### src/rtl/ex_mem_stage_if.sv
// rtl/ex_mem_stage_if.sv - EX/MEM stage bus: EX-side inputs, MEM-side outputs, handshakes
interface ex_mem_stage_if #(
    parameter int DATA_W = 32,
    parameter int REG_W  = 5,
    parameter int WB_W   = 2,
    parameter int CNT_W  = 16
);
    logic              inValid;
    logic              inReady;
    logic              flush;
    logic [WB_W-1:0]   WB2;
    logic [2:0]        M2;
    logic [DATA_W-1:0] fAddR;
    logic              ZF;
    logic [DATA_W-1:0] fALU;
    logic [DATA_W-1:0] fIDEXrd;
    logic [REG_W-1:0]  fMux5;
    logic              outValid;
    logic              outReady;
    logic [WB_W-1:0]   Wb2;
    logic              Branch;
    logic              MemRead;
    logic              MemWrite;
    logic [DATA_W-1:0] tMux32;
    logic              ZFtAND;
    logic [DATA_W-1:0] AluRes;
    logic [DATA_W-1:0] tWriteData;
    logic [REG_W-1:0]  toMEMWB;
    logic              PCSrc;
    logic [CNT_W-1:0]  stallCnt;

    modport master (
        output inValid, flush, WB2, M2, fAddR, ZF, fALU, fIDEXrd, fMux5, outReady,
        input  inReady, outValid, Wb2, Branch, MemRead, MemWrite, tMux32, ZFtAND,
               AluRes, tWriteData, toMEMWB, PCSrc, stallCnt
    );

    modport slave (
        input  inValid, flush, WB2, M2, fAddR, ZF, fALU, fIDEXrd, fMux5, outReady,
        output inReady, outValid, Wb2, Branch, MemRead, MemWrite, tMux32, ZFtAND,
               AluRes, tWriteData, toMEMWB, PCSrc, stallCnt
    );
endinterface

### src/rtl/ex_mem_stage.sv
// rtl/ex_mem_stage.sv - elastic EX/MEM pipeline register; EXMEM_SKID_EN adds a skid entry
module ex_mem_stage #(
    parameter int DATA_W = 32,
    parameter int REG_W  = 5,
    parameter int WB_W   = 2,
    parameter int CNT_W  = 16
) (
    input logic           clkEXMEM,
    input logic           rstEXMEM_n,
    ex_mem_stage_if.slave bus
);
    localparam int ENT_W = WB_W + 3 + 3 * DATA_W + 1 + REG_W;

    logic [ENT_W-1:0] inEntry;
    logic [ENT_W-1:0] mainEntry;
    logic             mainValid;
    logic [WB_W-1:0]  wbHeld;
    logic [2:0]       mHeld;
    logic [CNT_W-1:0] stallReg;
    logic             accept;
    logic             consume;
    logic             mainFree;

    assign inEntry = {bus.WB2, bus.M2, bus.fAddR, bus.ZF, bus.fALU, bus.fIDEXrd, bus.fMux5};
    assign {wbHeld, mHeld, bus.tMux32, bus.ZFtAND, bus.AluRes, bus.tWriteData, bus.toMEMWB} = mainEntry;

    // an input offered during a flush is dropped even though upstream sees it as taken
    assign accept   = bus.inValid & bus.inReady & ~bus.flush;
    assign consume  = mainValid & bus.outReady;
    assign mainFree = consume | ~mainValid;

`ifdef EXMEM_SKID_EN
    logic [ENT_W-1:0] skidEntry;
    logic             skidValid;

    // main/skid pair: skid only fills while main is stalled, and drains into main first
    always_ff @(posedge clkEXMEM or negedge rstEXMEM_n) begin
        if (!rstEXMEM_n) begin
            mainValid <= 1'b0;
            skidValid <= 1'b0;
            mainEntry <= '0;
            skidEntry <= '0;
        end else if (bus.flush) begin
            mainValid <= 1'b0;
            skidValid <= 1'b0;
        end else if (mainFree) begin
            if (skidValid) begin
                mainEntry <= skidEntry;
                mainValid <= 1'b1;
                skidValid <= 1'b0;
            end else begin
                mainValid <= accept;
                if (accept) mainEntry <= inEntry;
            end
        end else if (accept) begin
            skidEntry <= inEntry;
            skidValid <= 1'b1;
        end
    end

    // registered ready: no combinational path from outReady back to EX
    assign bus.inReady = ~skidValid;
`else
    // single entry: reload whenever the held entry leaves or the slot is empty
    always_ff @(posedge clkEXMEM or negedge rstEXMEM_n) begin
        if (!rstEXMEM_n) begin
            mainValid <= 1'b0;
            mainEntry <= '0;
        end else if (bus.flush) begin
            mainValid <= 1'b0;
        end else if (mainFree) begin
            mainValid <= accept;
            if (accept) mainEntry <= inEntry;
        end
    end

    assign bus.inReady = bus.outReady | ~mainValid;
`endif

    // count edges where MEM back-pressures a valid entry; sticks at all-ones
    always_ff @(posedge clkEXMEM or negedge rstEXMEM_n) begin
        if (!rstEXMEM_n) begin
            stallReg <= '0;
        end else if (mainValid & ~bus.outReady & ~bus.flush & (stallReg != '1)) begin
            stallReg <= stallReg + 1'b1;
        end
    end

    // control fields are forced low on bubbles so MEM/WB never act on stale data
    assign bus.outValid = mainValid;
    assign bus.Wb2      = mainValid ? wbHeld : '0;
    assign bus.Branch   = mainValid & mHeld[0];
    assign bus.MemRead  = mainValid & mHeld[1];
    assign bus.MemWrite = mainValid & mHeld[2];
    assign bus.PCSrc    = mainValid & mHeld[0] & bus.ZFtAND;
    assign bus.stallCnt = stallReg;
endmodule

### src/flat_wrapper.sv
// flat-port wrapper written by rule: the top's interface ports become plain ports
module ex_mem_stage_flat 
#(
    parameter int DATA_W = 32,
    parameter int REG_W  = 5,
    parameter int WB_W   = 2,
    parameter int CNT_W  = 16
)
  (clkEXMEM, rstEXMEM_n, bus_inValid, bus_flush, bus_WB2, bus_M2, bus_fAddR, bus_ZF, bus_fALU, bus_fIDEXrd, bus_fMux5, bus_outReady, bus_inReady, bus_outValid, bus_Wb2, bus_Branch, bus_MemRead, bus_MemWrite, bus_tMux32, bus_ZFtAND, bus_AluRes, bus_tWriteData, bus_toMEMWB, bus_PCSrc, bus_stallCnt);
  ex_mem_stage_if #(.DATA_W(DATA_W), .REG_W(REG_W), .WB_W(WB_W), .CNT_W(CNT_W)) bus_i ();
  input logic clkEXMEM;
  input logic rstEXMEM_n;
  input wire logic [$bits(bus_i.inValid)-1:0] bus_inValid;
  input wire logic [$bits(bus_i.flush)-1:0] bus_flush;
  input wire logic [$bits(bus_i.WB2)-1:0] bus_WB2;
  input wire logic [$bits(bus_i.M2)-1:0] bus_M2;
  input wire logic [$bits(bus_i.fAddR)-1:0] bus_fAddR;
  input wire logic [$bits(bus_i.ZF)-1:0] bus_ZF;
  input wire logic [$bits(bus_i.fALU)-1:0] bus_fALU;
  input wire logic [$bits(bus_i.fIDEXrd)-1:0] bus_fIDEXrd;
  input wire logic [$bits(bus_i.fMux5)-1:0] bus_fMux5;
  input wire logic [$bits(bus_i.outReady)-1:0] bus_outReady;
  output wire logic [$bits(bus_i.inReady)-1:0] bus_inReady;
  output wire logic [$bits(bus_i.outValid)-1:0] bus_outValid;
  output wire logic [$bits(bus_i.Wb2)-1:0] bus_Wb2;
  output wire logic [$bits(bus_i.Branch)-1:0] bus_Branch;
  output wire logic [$bits(bus_i.MemRead)-1:0] bus_MemRead;
  output wire logic [$bits(bus_i.MemWrite)-1:0] bus_MemWrite;
  output wire logic [$bits(bus_i.tMux32)-1:0] bus_tMux32;
  output wire logic [$bits(bus_i.ZFtAND)-1:0] bus_ZFtAND;
  output wire logic [$bits(bus_i.AluRes)-1:0] bus_AluRes;
  output wire logic [$bits(bus_i.tWriteData)-1:0] bus_tWriteData;
  output wire logic [$bits(bus_i.toMEMWB)-1:0] bus_toMEMWB;
  output wire logic [$bits(bus_i.PCSrc)-1:0] bus_PCSrc;
  output wire logic [$bits(bus_i.stallCnt)-1:0] bus_stallCnt;
  assign bus_i.inValid = bus_inValid;
  assign bus_i.flush = bus_flush;
  assign bus_i.WB2 = bus_WB2;
  assign bus_i.M2 = bus_M2;
  assign bus_i.fAddR = bus_fAddR;
  assign bus_i.ZF = bus_ZF;
  assign bus_i.fALU = bus_fALU;
  assign bus_i.fIDEXrd = bus_fIDEXrd;
  assign bus_i.fMux5 = bus_fMux5;
  assign bus_i.outReady = bus_outReady;
  assign bus_inReady = bus_i.inReady;
  assign bus_outValid = bus_i.outValid;
  assign bus_Wb2 = bus_i.Wb2;
  assign bus_Branch = bus_i.Branch;
  assign bus_MemRead = bus_i.MemRead;
  assign bus_MemWrite = bus_i.MemWrite;
  assign bus_tMux32 = bus_i.tMux32;
  assign bus_ZFtAND = bus_i.ZFtAND;
  assign bus_AluRes = bus_i.AluRes;
  assign bus_tWriteData = bus_i.tWriteData;
  assign bus_toMEMWB = bus_i.toMEMWB;
  assign bus_PCSrc = bus_i.PCSrc;
  assign bus_stallCnt = bus_i.stallCnt;
  ex_mem_stage #(.DATA_W(DATA_W), .REG_W(REG_W), .WB_W(WB_W), .CNT_W(CNT_W)) u_core (.clkEXMEM(clkEXMEM), .rstEXMEM_n(rstEXMEM_n), .bus(bus_i));
endmodule
### config.mk
export PLATFORM = sky130hd
export DESIGN_NAME = ex_mem_stage_flat
export DESIGN_NICKNAME = d
export VERILOG_FILES = /design/src/rtl/ex_mem_stage_if.sv /design/src/rtl/ex_mem_stage.sv /design/src/flat_wrapper.sv
export SDC_FILE = /design/constraint.sdc
export NUM_CORES = 1
export LEC_CHECK = 0
export ABC_AREA = 1
export CAP_MARGIN = 25
export CORE_UTILIZATION = 47
export CTS_CLUSTER_SIZE = 28
export DETAILED_ROUTE_END_ITERATION = 7
export PLACE_DENSITY_LB_ADDON = 0.1
export SETUP_SLACK_MARGIN = 0.05
export SLEW_MARGIN = 20
export SYNTH_ARGS = -nofsm -noshare
export SYNTH_HDL_FRONTEND = slang
export SYNTH_SLANG_ARGS = --single-unit
### constraint.sdc
create_clock -name clkEXMEM -period 2.85 [get_ports clkEXMEM]
set_clock_uncertainty 0.05 [all_clocks]
set_input_delay 0.4275 -clock clkEXMEM [delete_from_list [all_inputs] [get_ports clkEXMEM]]
set_output_delay 0.4275 -clock clkEXMEM [all_outputs]
set_load 0.01 [all_outputs]
-- Word level (Yosys, flattened, before mapping)
Cells that the tools add are included.
- flip-flop bits (word level): 124
- word-level logic and storage cells: 25
- add/subtract/negate cells: 1
- eq/ne operators: 1
- muxes and demuxes: 3
- bitwise gates (word level): 15
- reduce and logical (&&, ||, !) cells: 2
- operators by type and width (cell ; count):
    $add 16x1->16 const B ; 1
    $ne 16x16->1 const B ; 1
    $and 1x1->1 ; 10
    $not 1->1 ; 3
    $reduce_and 3->1 ; 1
    $mux 1 ; 2
    $mux 2 ; 1
    $or 1x1->1 ; 2
    $reduce_bool 2->1 ; 1

-- Longest topological paths before layout
Gate-level depths: netlist of run 1.
- depth after elaboration: 6
- gate-level depth with buffers: 9
- depth with buffers taken out: 9

-- Worst setup path after synthesis of run 1
Ideal clock, no wire load.
- path kind: reg2reg
- start point: register u_core.stallReg[0] (netlist: u_core.bus.stallCnt[0])
- end point: register u_core.stallReg[13] (netlist: u_core.bus.stallCnt[13])
- arrival time: 1501 ps
- required time: 2684 ps
- slack: 1183 ps
- stages on the path, launching flop included: 10
- clock period less this slack: 1667 ps
- cell sequence: dfrtp_1 > ha_1 > inv_1 > nor2_1 > nand2_1 > nor2_1 > nor2_4 > buf_6 > nand2_1 > nand2_1
- cells in the longest elaborated chain, start to end: 2
- elaborated cells between the ends (all ways): 3
- those cells by class: 1 x add/sub; 1 x eq/ne; 1 x bitwise
- ends and longest elaborated chain (element ; line ; text):
    start, declared ; ex_mem_stage.sv:19 ; logic [CNT_W-1:0] stallReg;
    start signal, assigned ; ex_mem_stage.sv:85 ; stallReg <= stallReg + 1'b1;
    branches (longest 2 deep; another with $add 16x1->16) ; n/a ;
Several ways; the timed one is not identified.
A chain may end at the register's enable or synchronous reset.

-- Worst setup path after layout of run 1
- start point: register u_core.mainValid (netlist: u_core.bus.outValid)
- end point: output bus_PCSrc
- cells in the longest elaborated chain, start to end: 2
- ends and longest elaborated chain (element ; line ; text):
    start, declared ; ex_mem_stage.sv:16 ; logic mainValid;
    start signal, assigned ; ex_mem_stage.sv:72 ; mainValid <= accept;
    $and 1x1->1 (2 in a row) ; ex_mem_stage.sv:95 ; assign bus.PCSrc = mainValid & mHeld[0] & bus.ZFtAND;
    end, declared ; flat_wrapper.sv:34 ; output wire logic [$bits(bus_i.PCSrc)-1:0] bus_PCSrc;
No other way between the ends.

==> results of run 1 <==
[layer usage]
metal,up-vias,wire length (um)
li1,1823,-
met5,-,0
met2,148,6980
met3,25,747
met1,1941,4930
met4,0,347
[timing repair]
item / CTS / global route
buffers inserted: 0 / 0
endpoints found under the hold margin: 37 / 0
hold buffers: 1 / 0
[logic make-up after synthesis]
kind of cell             Yosys count
buffers and inverters            139
flip-flops                       124
AND/OR/NAND/NOR                  114
multiplexers                     106
AO/OA/AOI/OAI                     10
XOR/XNOR                           4
adder cells (fa/ha/maj)            1
[power groups by stage]
stage | clock network (mW) | registers, mW | logic, mW
after global routing | 2.15 | 2.32 | 1.56
after CTS | 2.07 | 2.27 | 1.49
after detailed placement | 0 | 2.30 | 1.48
after global placement | 0 | 2.28 | 1.45
final | 2.02 | 2.27 | 1.46
after floorplan | 0 | 2.27 | 0.931
[worst register-to-register path: stages, from the launching register on]
cell and delay, ns:
dfrtp_1 0.47, ha_1 0.32, inv_1 0.06, nor2_1 0.20
nand2_1 0.11, nor2_1 0.19, nor2_4 0.13, nand2_1 0.12
o21ai_2 0.06
[placed cells by master (no fill, tap or decap), drive strengths merged]
master	count
dfrtp	124
nand2	73
xor2	1
clkbuf	19
a21oi	1
nand3	11
clkinv	8
mux2	106
inv	25
dlygate4sd3	1
o21ai	9
clkdlybuf4s50	236
buf	5
nand4	7
xnor2	3
nor2	22
ha	1
clkinvlp	3
nand3b	1
bufinv	2
[state kept, by name (all words and copies together), names as in the netlist]
register	count
u_core.mainEntry	107
u_core.bus.stallCnt	16
u_core.bus.outValid	1
[area by class of cell]
| class | instances | area (um^2) |
|---|---|---|
| clock buffer | 19 | 433 |
| inverter | 25 | 93.8 |
| tap | 168 | 210 |
| sequential | 124 | 3100 |
| timing repair buffer | 242 | 2450 |
| clock inverter | 13 | 126 |
| fill | 950 | 3860 |
| multi-input combinational | 235 | 1840 |
[final timing paths]
path                                        start                     end  slack [ns]  cells past startpoint
setup / recovery              u_core.bus.outValid               bus_PCSrc        0.69                      3
hold / removal               u_core.mainEntry[34]    u_core.mainEntry[34]        0.45                      1
min in group asynchronous              rstEXMEM_n    u_core.mainEntry[65]        0.49                      2
max in group asynchronous              rstEXMEM_n    u_core.mainEntry[22]        1.44                      3
hold reg to reg              u_core.mainEntry[34]    u_core.mainEntry[34]        0.45                      1
setup reg to reg           u_core.bus.stallCnt[0]  u_core.bus.stallCnt[9]        1.01                      8
==> flow_summary.ini, run 1 <==
[cts]
cts_resized = 0
cts_tree = built
htreeDepth = 4
root_buffer = clkbuf_16
cts_made_buffers = 17
cts_sinks = 124
clk_pin_slew_ns = 0.05
max-clock-path-buffers = 2
clk_latency_ns = 0.41

[synth]
synth_top_family_by_area = multiplexers
muxShareOfSynthArea_pct = 20.7
yosysUniqueCellTypes = 21
synth.net_count = 611
synth_simple_gate_area_share_pct = 8.36
synthArstFlopShare_pct = 100
netlist_area_mm2 = 0.00590
synth_seq_area_share_pct = 52.6
synthTopCellsByCount = 124 x dfrtp_1, 110 x buf_4, 99 x mux2_2
synth_compound_area_share_pct = 1.17
synth_top_area_cell = dfrtp_1
synth-adder-area-share_pct = 0.212
synthFlopType = dfrtp_1
synth_xor_area_share_pct = 0.594
yosys_warnings = 0
yosysMostFrequentCell = dfrtp_1
ys_ff_latch = 124
postSynthCellCount = 498
synth.area.top_cells = dfrtp_1 53%, mux2_2 19%, buf_4 14%, nand2_1 4.5%, mux2_4 1.8%
syn_avg_cell_area_um2 = 11.8
netlist.area_leader.share_pct = 52.6
synth_edf_count = 0

[placement]
dp_cells = 793
place_area_mm2 = 0.00768
preCtsSetupSlack_ns = 0.798
hpwl_mm = 9.55
io_buffers = 237
gp_congestion = 0.836

[floorplan]
die_y_um = 114
row_count = 40
die_area_mm2 = 0.0130
die_w_um = 114
io_pins = 238
start_util_pct = 48.7
core_mm2 = 0.0121

[critical_path]
crit_buf_inv = 1
crit_path_max_fanout = 7
crit_type = register to output port
critPathTopFamily = buffers and inverters
crit_path_top_delay_cell = clkdlybuf4s50_1
critPathCaptureType = output port
path_cells = nand2_1, nor2_1, clkdlybuf4s50_1
arrival_ns = 1.68
worstPathRequired_ns = 2.37
critPathLaunchType = register
max_stage_delay_ns = 0.55

[route]
drt-total-wl_mm = 13.0
vias = 3937
avgViaCountPerCell = 4.77
drt_drc_violations_left = 0
drt-pass1-iter-count = 5
wl_per_cell_um = 15.8
drt_iter0_drc = 165
ant_nets = 0

[power]
switchingPower_mw = 1.48
p_leak_nw = 3.53
power_mw = 5.76
ir_worst_vdd_mv = 0.402
power_density_mw_per_mm2 = 698
internal_power_mw = 4.27
combPwrFrac_pct = 25.4
swShare_pct = 25.8
p_seq_share_pct = 39.5
clockPowerShare_pct = 35.1

[grt]
grt_pass1_wl_mm = 20.2
grt_max_degree = 73
gr-usage-met1_pct = 22.6
grt_overflow = 0
busiest_layer = met2
grt_usage_pct = 20.8
met2_usage_pct = 37.4
grt_pass1_vias = 3982
antenna_found_initial = 0
gr-usage-met3_pct = 5.53

[sta]
layout_min_cycle_time_ns = 2.16
fin_setup_tns_ns = 0
fmax_mhz = 463
hold_viol_final = 0
maxSlewHeadroom_pct = 65.7
fin_ws_ns = 0.690
slew_viol_final = 0
worst_slew_pin_slew_ns = 0.515
fin_hold_ws_ns = 0.450
period_share_pct = 75.8
rsz0062_at_grt = no
setup_viol = 0

[layout]
instances_no_fill = 826
final_cell_area_mm2 = 0.00825
drive_above_1_share_pct = 23.3
diodes = 0
utilization_pct = 68.1
final_net_count = 758
syn2layout_area_growth_pct = 39.9

[run]
maxCapViolations = 0

[hold_path]
hp-class = register to register

[status]
status = finished clean
(Power assumes the default switching activity.)
==> inputs of run 2 (changes only) <==
- CORE_UTILIZATION: 47 -> 44
- clock period: 2.85 -> 2 ns (I/O delays scaled with it)
==> run 2 against run 1 <==
  * Worst hold slack lost 0.096 ns
  * Combinational power grew 44%
  * Final cell count grew 1.5%
  * Wire length shrank 0.66%
  * Utilization shrank 2.4 points
  * Sequential power grew 42%
  * First-iteration DRC count shrank 21%
  * Worst setup slack lost 0.55 ns
==> flow_summary.ini, run 2 (synthesis results as in run 1) <==
[floorplan]
row_count = 41
start_util_pct = 46.0
die_w_um = 118
die_y_um = 118
io_pins = 238
core_mm2 = 0.0128
die_area_mm2 = 0.0139

[cts]
root_buffer = clkbuf_16
cts_made_buffers = 17
htreeDepth = 4
cts_sinks = 124
clk_pin_slew_ns = 0.05
clk_latency_ns = 0.41
max-clock-path-buffers = 2
cts_tree = built

[sta]
hold_viol_final = 0
fmax_mhz = 537
rsz0062_at_grt = no
period_share_pct = 93.2
fin_setup_tns_ns = 0
layout_min_cycle_time_ns = 1.86
worst_slew_pin_slew_ns = 0.497
slew_viol_final = 0
maxSlewHeadroom_pct = 66.8
setup_viol = 0

[critical_path]
crit_path_top_delay_cell = clkdlybuf4s50_1
critPathTopFamily = buffers and inverters
critPathCaptureType = output port
crit_type = register to output port
worstPathRequired_ns = 1.65
crit_buf_inv = 2
rrSetupSlack_ns = 0.29
crit_path_max_fanout = 7
arrival_ns = 1.51
path_cells = nand2_1, inv_1, clkdlybuf4s50_1
max_stage_delay_ns = 0.55
critPathLaunchType = register

[power]
ir_worst_vdd_mv = 0.514
p_leak_nw = 3.62
power_density_mw_per_mm2 = 1010

[route]
vias = 3903
avgViaCountPerCell = 4.66
wl_per_cell_um = 15.4
drt_drc_violations_left = 0
ant_nets = 0
drt-pass1-iter-count = 4
drt-total-wl_mm = 12.9
drt_iter0_drc = 130

[layout]
utilization_pct = 65.7
largest-register = u_core.mainEntry
n_fill_cell = 996
largest_reg_flops = 107
final_cell_area_mm2 = 0.00843
drive_above_1_share_pct = 24.3
seqCellArea_mm2 = 0.00310
multi_input_area_mm2 = 0.00184
final_net_count = 766
syn2layout_area_growth_pct = 42.9
layout_commonest_cell = clkdlybuf4s50_1
final_cell_mix = 234 x clkdlybuf4s50_1, 123 x dfrtp_1, 99 x mux2_2
diodes = 0

[grt]
antenna_found_initial = 0
grt_pass1_wl_mm = 21.2
grt_overflow = 0
grt_usage_pct = 19.8
grt_max_degree = 53
grt_pass1_vias = 4035

[placement]
io_buffers = 237
gp_congestion = 0.817
place_area_mm2 = 0.00779
hpwl_mm = 9.74

[hold_path]
hp-class = primary input to asynchronous set/reset pin

[status]
status = finished clean

[run]
maxCapViolations = 0
## run 2: worst reg2reg max path: stages (launching register included)
cell and delay, ns:
dfrtp_1 0.46, ha_1 0.21, inv_1 0.04, nor2_1 0.18, nand2_1 0.11, nor2_1 0.20
nor2_4 0.07, buf_4 0.16, nand2_1 0.08, o21ai_2 0.05
## run 2: metrics by stage
| step | hold WS, ns | power, mW | std cells | setup WS (ns) |
|---|---|---|---|---|
| final | 0.355 | 8.52 | 838 | 0.136 |
| after global routing | 0.385 | 8.90 | 838 | 0.0740 |
| after CTS | 0.363 | 8.62 | 837 | 0.0576 |
| after detailed placement | 0.249 | 5.40 | 804 | 0.106 |
| after global placement | 0.249 | 5.35 | 804 | 0.133 |
| after floorplan | -0.0456 | 4.55 | 498 | 0.333 |
## run 2: layout make-up
cell class                      count  area share [%]
Multi-Input combinational cell    235            21.8
Tap cell                          172            2.55
Inverter                           25            1.11
Sequential cell                   124            36.8
Clock inverter                     12            2.02
Timing Repair Buffer              250            30.4
Clock buffer                       20            5.30
## run 2: worst paths after layout
check	from	end	cells past startpoint
min in group clkEXMEM	bus_ZF	u_core.mainEntry[69]	3
max in group asynchronous	rstEXMEM_n	u_core.mainEntry[87]	3
min	rstEXMEM_n	u_core.mainEntry[35]	2
max reg2reg	u_core.bus.stallCnt[0]	u_core.bus.stallCnt[11]	9
min reg2reg	u_core.mainEntry[56]	u_core.mainEntry[56]	1
max	u_core.bus.outValid	bus_Branch	3
## run 2: power by group
| part | total [mW] | leakage (nW) | switching [mW] | internal [mW] |
|---|---|---|---|---|
| clock | 3.18 | 0.292 | 1.08 | 2.11 |
| sequential | 3.23 | 1.47 | 0.282 | 2.95 |
| combinational | 2.10 | 1.85 | 0.759 | 1.34 |
## run 2: routing by layer
metal / routed length [um] / vias up / track usage, %
met3: 691 / 30 / 5.57
met5: 0 / - / 0
met1: 5110 / 1894 / 23.0
met4: 371 / 0 / 8.89
met2: 6760 / 140 / 34.0
li1: - / 1839 / -
## run 2: what timing repair did
| item | in CTS | in global routing |
|---|---|---|
| gates resized for setup | 2 | 1 |
| endpoints found under the hold margin | 33 | 0 |
| hold buffers | 1 | 0 |
| endpoints found under the setup margin | 7 | 2 |
| buffers inserted | 0 | 1 |
==> RTL change 1 (config.mk and constraints of run 2) <==
Build with the macro `EXMEM_SKID_EN` defined.
--- a/src/rtl/ex_mem_stage.sv
+++ b/src/rtl/ex_mem_stage.sv
@@ -1,4 +1,6 @@
 // rtl/ex_mem_stage.sv - elastic EX/MEM pipeline register; EXMEM_SKID_EN adds a skid entry
+`define EXMEM_SKID_EN
+
 module ex_mem_stage #(
     parameter int DATA_W = 32,
     parameter int REG_W  = 5,
Formal check against the unedited RTL: not equivalent (Yosys sat finds a counterexample within 4 cycles, from zero or initial values and one cycle with rstEXMEM_n low).
==> RTL change 1 against run 2 <==
Design area is 66% higher; area after synthesis up 88%; critical path depth decreased by 2; clock power up 62%; utilization shrank 8.7 points; sequential cell count rose by 108; worst setup slack worse by 0.023 ns; synthesized cell count rose to 2.6 times the old value; sequential share of layout area increased by 4.7 points; via count up 110%; wire length grew 87%; power is 61% higher; sequential power grew 88%; largest power group unchanged.
==> RTL change 1: results (changes against run 2) <==
- Status: finished, final reports clean (unchanged)
- Post-synth top cells: nand2_1 (397), dfrtp_1 (232), o21ai_0 (163), o21ai_1 (133), inv_1 (125) (was dfrtp_1 (124), buf_4 (110), mux2_2 (99), nand2_1 (70), inv_1 (25))
- Buffer share of cell area: 20.06% (was 30.37%)
- Post-CTS sizing: 11 (was 2)
- Top cells by area, synth: dfrtp_1 (52%), nand2_1 (13%), o21ai_0 (7.4%), buf_4 (7.2%), o21ai_1 (6.0%) (was dfrtp_1 (53%), mux2_2 (19%), buf_4 (14%), nand2_1 (4.5%), mux2_4 (1.8%))
- Worst-Skew Late Latency: 0.52 ns (was 0.41 ns)
- Max FO, Critical Path: 5 (was 7)
- Yosys cell types: 26 (was 21)
- Layout cells sized above 1: 8.160% (was 24.32%)
- Final #Nets: 1540 (was 766)
- DP Area: 13010 sq um (was 7789 sq um)
- Non-clock inverter count in the final layout: 128 (was 25)
- Ant diodes: 1 (was 0)
- Placer Congestion: 0.7833 (was 0.8174)
- Total setup buffers inserted after CTS: 4 (was 0)
- Via density: 4.685 (was 4.658)
- Comb group: 2.53 mW (was 2.10 mW)
- VDD IR-drop max: 0.0007246 V (was 0.0005136 V)
- Initial antenna violation count: 2 (was 0)
- Data arrival, critical path: 1.54 ns (was 1.51 ns)
- DR pass1 iterations: 5 (was 4)
- Static leakage: 6.899 nW (was 3.616 nW)
- Multi-input gate area: 3533 sq um (was 1837 sq um)
- Slew HR: 66.48% (was 66.84%)
- Vias in the first global route: 7832 (was 4035)
- Clock-cell share of area: 6.683% (was 7.321%)
- # fillers: 2225 (was 996)
- Global-route wire length before repair: 40170 microns (was 21210 microns)
- Worst slack, placed: 0.09332 ns (was 0.1057 ns)
- Mapped Nets: 1413 (was 611)
- Plain + repair buffers: 270 (was 250)
- DP HPWL: 16140 microns (was 9738 microns)
- DR vias: 8297 (was 3903)
- Max incr delay on CP: 0.57 ns (was 0.55 ns)
- Clock H-tree levels: 1 (was 4)
==> RTL change 1: metal layers <==
metal | up-vias | share of wire (%) | track usage, % | routed length (microns)
li1 | 4272 | - | - | -
met1 | 3784 | 47 | 26.75 | 11280
met2 | 211 | 45 | 29.93 | 10910
met3 | 28 | 6.3 | 4.313 | 1508
met4 | 2 | 1.7 | 4.117 | 412
met5 | - | 0.050 | 0 | 12
==> RTL change 1: path summary, 6_finish.rpt <==
path                                               startpoint                            endpoint  slack, ns  cells after the start
max                        u_core.bus.stallCnt[7]$_DFFE_PN0P_                     bus_stallCnt[7]       0.11                      1
min                                                rstEXMEM_n  u_core.bus.stallCnt[3]$_DFFE_PN0P_       0.26                      2
max reg2reg                u_core.bus.stallCnt[0]$_DFFE_PN0P_  u_core.bus.stallCnt[3]$_DFFE_PN0P_       0.24                      9
min reg2reg                  u_core.skidEntry[55]$_DFFE_PN0P_    u_core.skidEntry[55]$_DFFE_PN0P_       0.42                      2
max in group asynchronous                          rstEXMEM_n    u_core.mainEntry[51]$_DFFE_PN0P_       0.90                      3
min in group clkEXMEM                           bus_fAddR[12]    u_core.skidEntry[82]$_DFFE_PN0P_       0.29                      3
==> RTL change 1: stage by stage <==
stage                     total power [mW]  utilization, %
final                                13.74           57.00
after global routing                 14.48           56.99
after CTS                            13.91           56.98
after detailed placement             8.686           53.01
after global placement               8.620           53.01
after floorplan                      7.731               -
==> RTL change 1: logic make-up (layout without fill, tap and decap cells) <==
logic type / Yosys count / count (layout) / share of synthesized area [%]
compound gates: 324 / 324 / 15.65
xor+xnor: 7 / 7 / 0.5528
fa+ha+maj: 1 / 1 / 0.1128
buf+inv: 299 / 445 / 15.79
flops: 232 / 232 / 52.35
other cells: 0 / 1 / 0
simple gates: 437 / 437 / 15.55
==> RTL change 2 (flow settings as in run 2) <==
Made on the original files. `CNT_W` is set to 16 in 3 places; all go to 32.
--- a/src/rtl/ex_mem_stage_if.sv
+++ b/src/rtl/ex_mem_stage_if.sv
@@ -3,7 +3,7 @@
     parameter int DATA_W = 32,
     parameter int REG_W  = 5,
     parameter int WB_W   = 2,
-    parameter int CNT_W  = 16
+    parameter int CNT_W  = 32
 );
     logic              inValid;
     logic              inReady;
--- a/src/rtl/ex_mem_stage.sv
+++ b/src/rtl/ex_mem_stage.sv
@@ -3,7 +3,7 @@
     parameter int DATA_W = 32,
     parameter int REG_W  = 5,
     parameter int WB_W   = 2,
-    parameter int CNT_W  = 16
+    parameter int CNT_W  = 32
 ) (
     input logic           clkEXMEM,
     input logic           rstEXMEM_n,
--- a/src/flat_wrapper.sv
+++ b/src/flat_wrapper.sv
@@ -4,7 +4,7 @@
     parameter int DATA_W = 32,
     parameter int REG_W  = 5,
     parameter int WB_W   = 2,
-    parameter int CNT_W  = 16
+    parameter int CNT_W  = 32
 )
   (clkEXMEM, rstEXMEM_n, bus_inValid, bus_flush, bus_WB2, bus_M2, bus_fAddR, bus_ZF, bus_fALU, bus_fIDEXrd, bus_fMux5, bus_outReady, bus_inReady, bus_outValid, bus_Wb2, bus_Branch, bus_MemRead, bus_MemWrite, bus_tMux32, bus_ZFtAND, bus_AluRes, bus_tWriteData, bus_toMEMWB, bus_PCSrc, bus_stallCnt);
   ex_mem_stage_if #(.DATA_W(DATA_W), .REG_W(REG_W), .WB_W(WB_W), .CNT_W(CNT_W)) bus_i ();
Ports: changed (resized bus_stallCnt); port bits go from 238 to 254. The function was not compared with the original's and may differ.
==> RTL change 2 against run 2 <==
Largest power group unchanged; sequential cell count is 16 higher; clock power increased by 6.9%; area after synthesis is 20% higher; fmax is 0.82% lower; largest cell class unchanged; power is 3.5% higher; wire length grew 31%; design area rose by 17%; worst setup slack got worse by 0.015 ns.
==> RTL change 2: results (changes against run 2) <==
- Via density: 4.785 (was 4.658)
- Root buffer cell: clkbuf_16 (unchanged)
- Tot GR Track Use: 20.90% (was 19.84%)
- Synth Area in Adders: 0.1771% (was 0.2122%)
- Yosys warning count: 0 (unchanged)
- Layout cells sized above 1: 21.40% (was 24.32%)
- Final hold vios: 0 (unchanged)
- Data arrival, critical path: 1.53 ns (was 1.51 ns)
- Final #Nets: 960 (was 766)
- Worst R2R Setup Slack: 0.25 ns (was 0.29 ns)
- Mapped Nets: 784 (was 611)
- Vias in the first global route: 5236 (was 4035)
- Placer Congestion: 0.8871 (was 0.8174)
- Top cells by area, synth: dfrtp_1 (50%), mux2_2 (16%), buf_4 (12%), nand2_1 (7.8%), nor2_1 (2.4%) (was dfrtp_1 (53%), mux2_2 (19%), buf_4 (14%), nand2_1 (4.5%), mux2_4 (1.8%))
- Worst Tran Pin Value: 0.3876 ns (was 0.4974 ns)
- Ys async rst share: 100.0% (unchanged)
- Reg2reg start: u_core.bus.stallCnt[1]$_DFFE_PN0P_ (was u_core.bus.stallCnt[0]$_DFFE_PN0P_)
- Post-Place Cells: 1037 (was 804)
- Max FFs per register: 107 (unchanged)
- 1st-iter DRT viols: 239 (was 130)
- VDD IR-drop max: 0.0007476 V (was 0.0005136 V)
- Avg Cell Area, Syn: 10.53 sq um (was 11.84 sq um)
- WL per Instance: 15.78 microns (was 15.42 microns)
- Global-route wire length before repair: 26240 microns (was 21210 microns)
- Final hold slack: 0.3159 ns (was 0.3547 ns)
- Post-synth top cells: nand2_1 (147), dfrtp_1 (140), buf_4 (110), mux2_2 (99), nor2_1 (46) (was dfrtp_1 (124), buf_4 (110), mux2_2 (99), nand2_1 (70), inv_1 (25))
- Static leakage: 4.163 nW (was 3.616 nW)
- DR pass1 iterations: 7 (was 4)
- Post-synthesis mux area share: 17.26% (was 20.69%)
- PortBufs: 253 (was 237)
- Max FO, Critical Path: 6 (was 7)
- Compound-Gate Fraction of Synth Area: 0.4958% (was 1.167%)
- Pin count of the biggest net entering global routing: 46 (was 53)
- Status: finished, final reports clean (unchanged)
- # fillers: 1242 (was 996)
- Non-filler instance count after layout: 1071 (was 838)
- Critical R2R Capture: u_core.bus.stallCnt[11]$_DFFE_PN0P_ (unchanged)
- Yosys cell types: 28 (was 21)
- Xor/xnor share of the synthesized area: 0.8676% (was 0.5941%)
- DP HPWL: 12720 microns (was 9738 microns)
- Register area share after synthesis: 49.58% (was 52.62%)
==> RTL change 2: cell count changes in the layout (fill, tap and decap cells not counted), sizes merged, moves of 6 or more <==
cell,change
clkdlybuf4s50,+16
buf,+9
nand2,+82
nand3,+10
dfrtp,+16
nor2,+36
inv,+14
nand3b,+6
==> RTL change 2: report_power, final <==
part,internal (mW),total (mW),switching [mW]
Clock,2.12,3.40,1.29
Combinational,1.25,1.95,0.694
Sequential,3.24,3.47,0.230
==> RTL change 2: worst max-delay path by stage <==
stage	startpoint	end	slack, ns	cells past startpoint
detailed placement	bus_outReady	u_core.mainEntry[88]$_DFFE_PN0P_	0.11	6
global route	u_core.bus.outValid$_DFFE_PN0P_	bus_Wb2[0]	0.07	3
CTS	u_core.bus.outValid$_DFFE_PN0P_	bus_Branch	0.05	3
floorplan	u_core.bus.stallCnt[0]$_DFFE_PN0P_	u_core.bus.stallCnt[17]$_DFFE_PN0P_	0.33	11
global placement	bus_outReady	u_core.mainEntry[66]$_DFFE_PN0P_	0.12	6
finish	u_core.bus.outValid$_DFFE_PN0P_	bus_outValid	0.12	2
==> RTL change 2: layout make-up <==
cell class / count / area [sq um] / area share [%]
inverter: 35 / 131.4 / 1.335
clock inverter: 15 / 214.0 / 2.174
sequential: 140 / 3505 / 35.62
tap: 211 / 264.0 / 2.683
clock buffer: 17 / 425.4 / 4.323
multi-input combinational: 378 / 2526 / 25.67
timing repair buffer: 275 / 2774 / 28.19
==> RTL change 2: kinds of logic after synthesis <==
group	after synthesis
adders and majority gates	1
xor gates and xnor gates	7
AOI/OAI and AO/OA	7
muxes	106
and+or+nand+nor	257
DFF	140
buffers and inverters	153
==> RTL change 2: stage by stage <==
step | instance area [sq um] | setup WS, ns
6_report | 9839 | 0.1209
3_3_place_gp | 9184 | 0.1231
3_5_place_dp | 9184 | 0.1065
4_1_cts | 9832 | 0.05458
2_1_floorplan | 7067 | 0.3337
5_1_grt | 9839 | 0.07416
==> RTL change 2: what timing repair did <==
| item | in CTS | in global routing |
|---|---|---|
| hold buffers | 1 | 0 |
| resized for setup | 3 | 0 |
| pin swaps | 0 | 0 |
| setup buffers | 0 | 1 |
| hold endpoints to repair | 35 | 0 |
| endpoints found under the setup margin | 7 | 5 |
==> RTL change 2: routing by layer <==
metal / vias to the layer above / share of wire (%) / track usage (%)
met4: 0 / 2.9 / 10.24
met1: 2453 / 40 / 24.22
met5: - / 0 / 0
met2: 210 / 49 / 35.42
met3: 44 / 7.9 / 6.154
li1: 2418 / - / -
==> RTL change 2: critical path, cell delays in order (launching register included) <==
cell and delay [ns]:
dfrtp_2 0.41, buf_4 0.16, clkdlybuf4s50_1 0.54
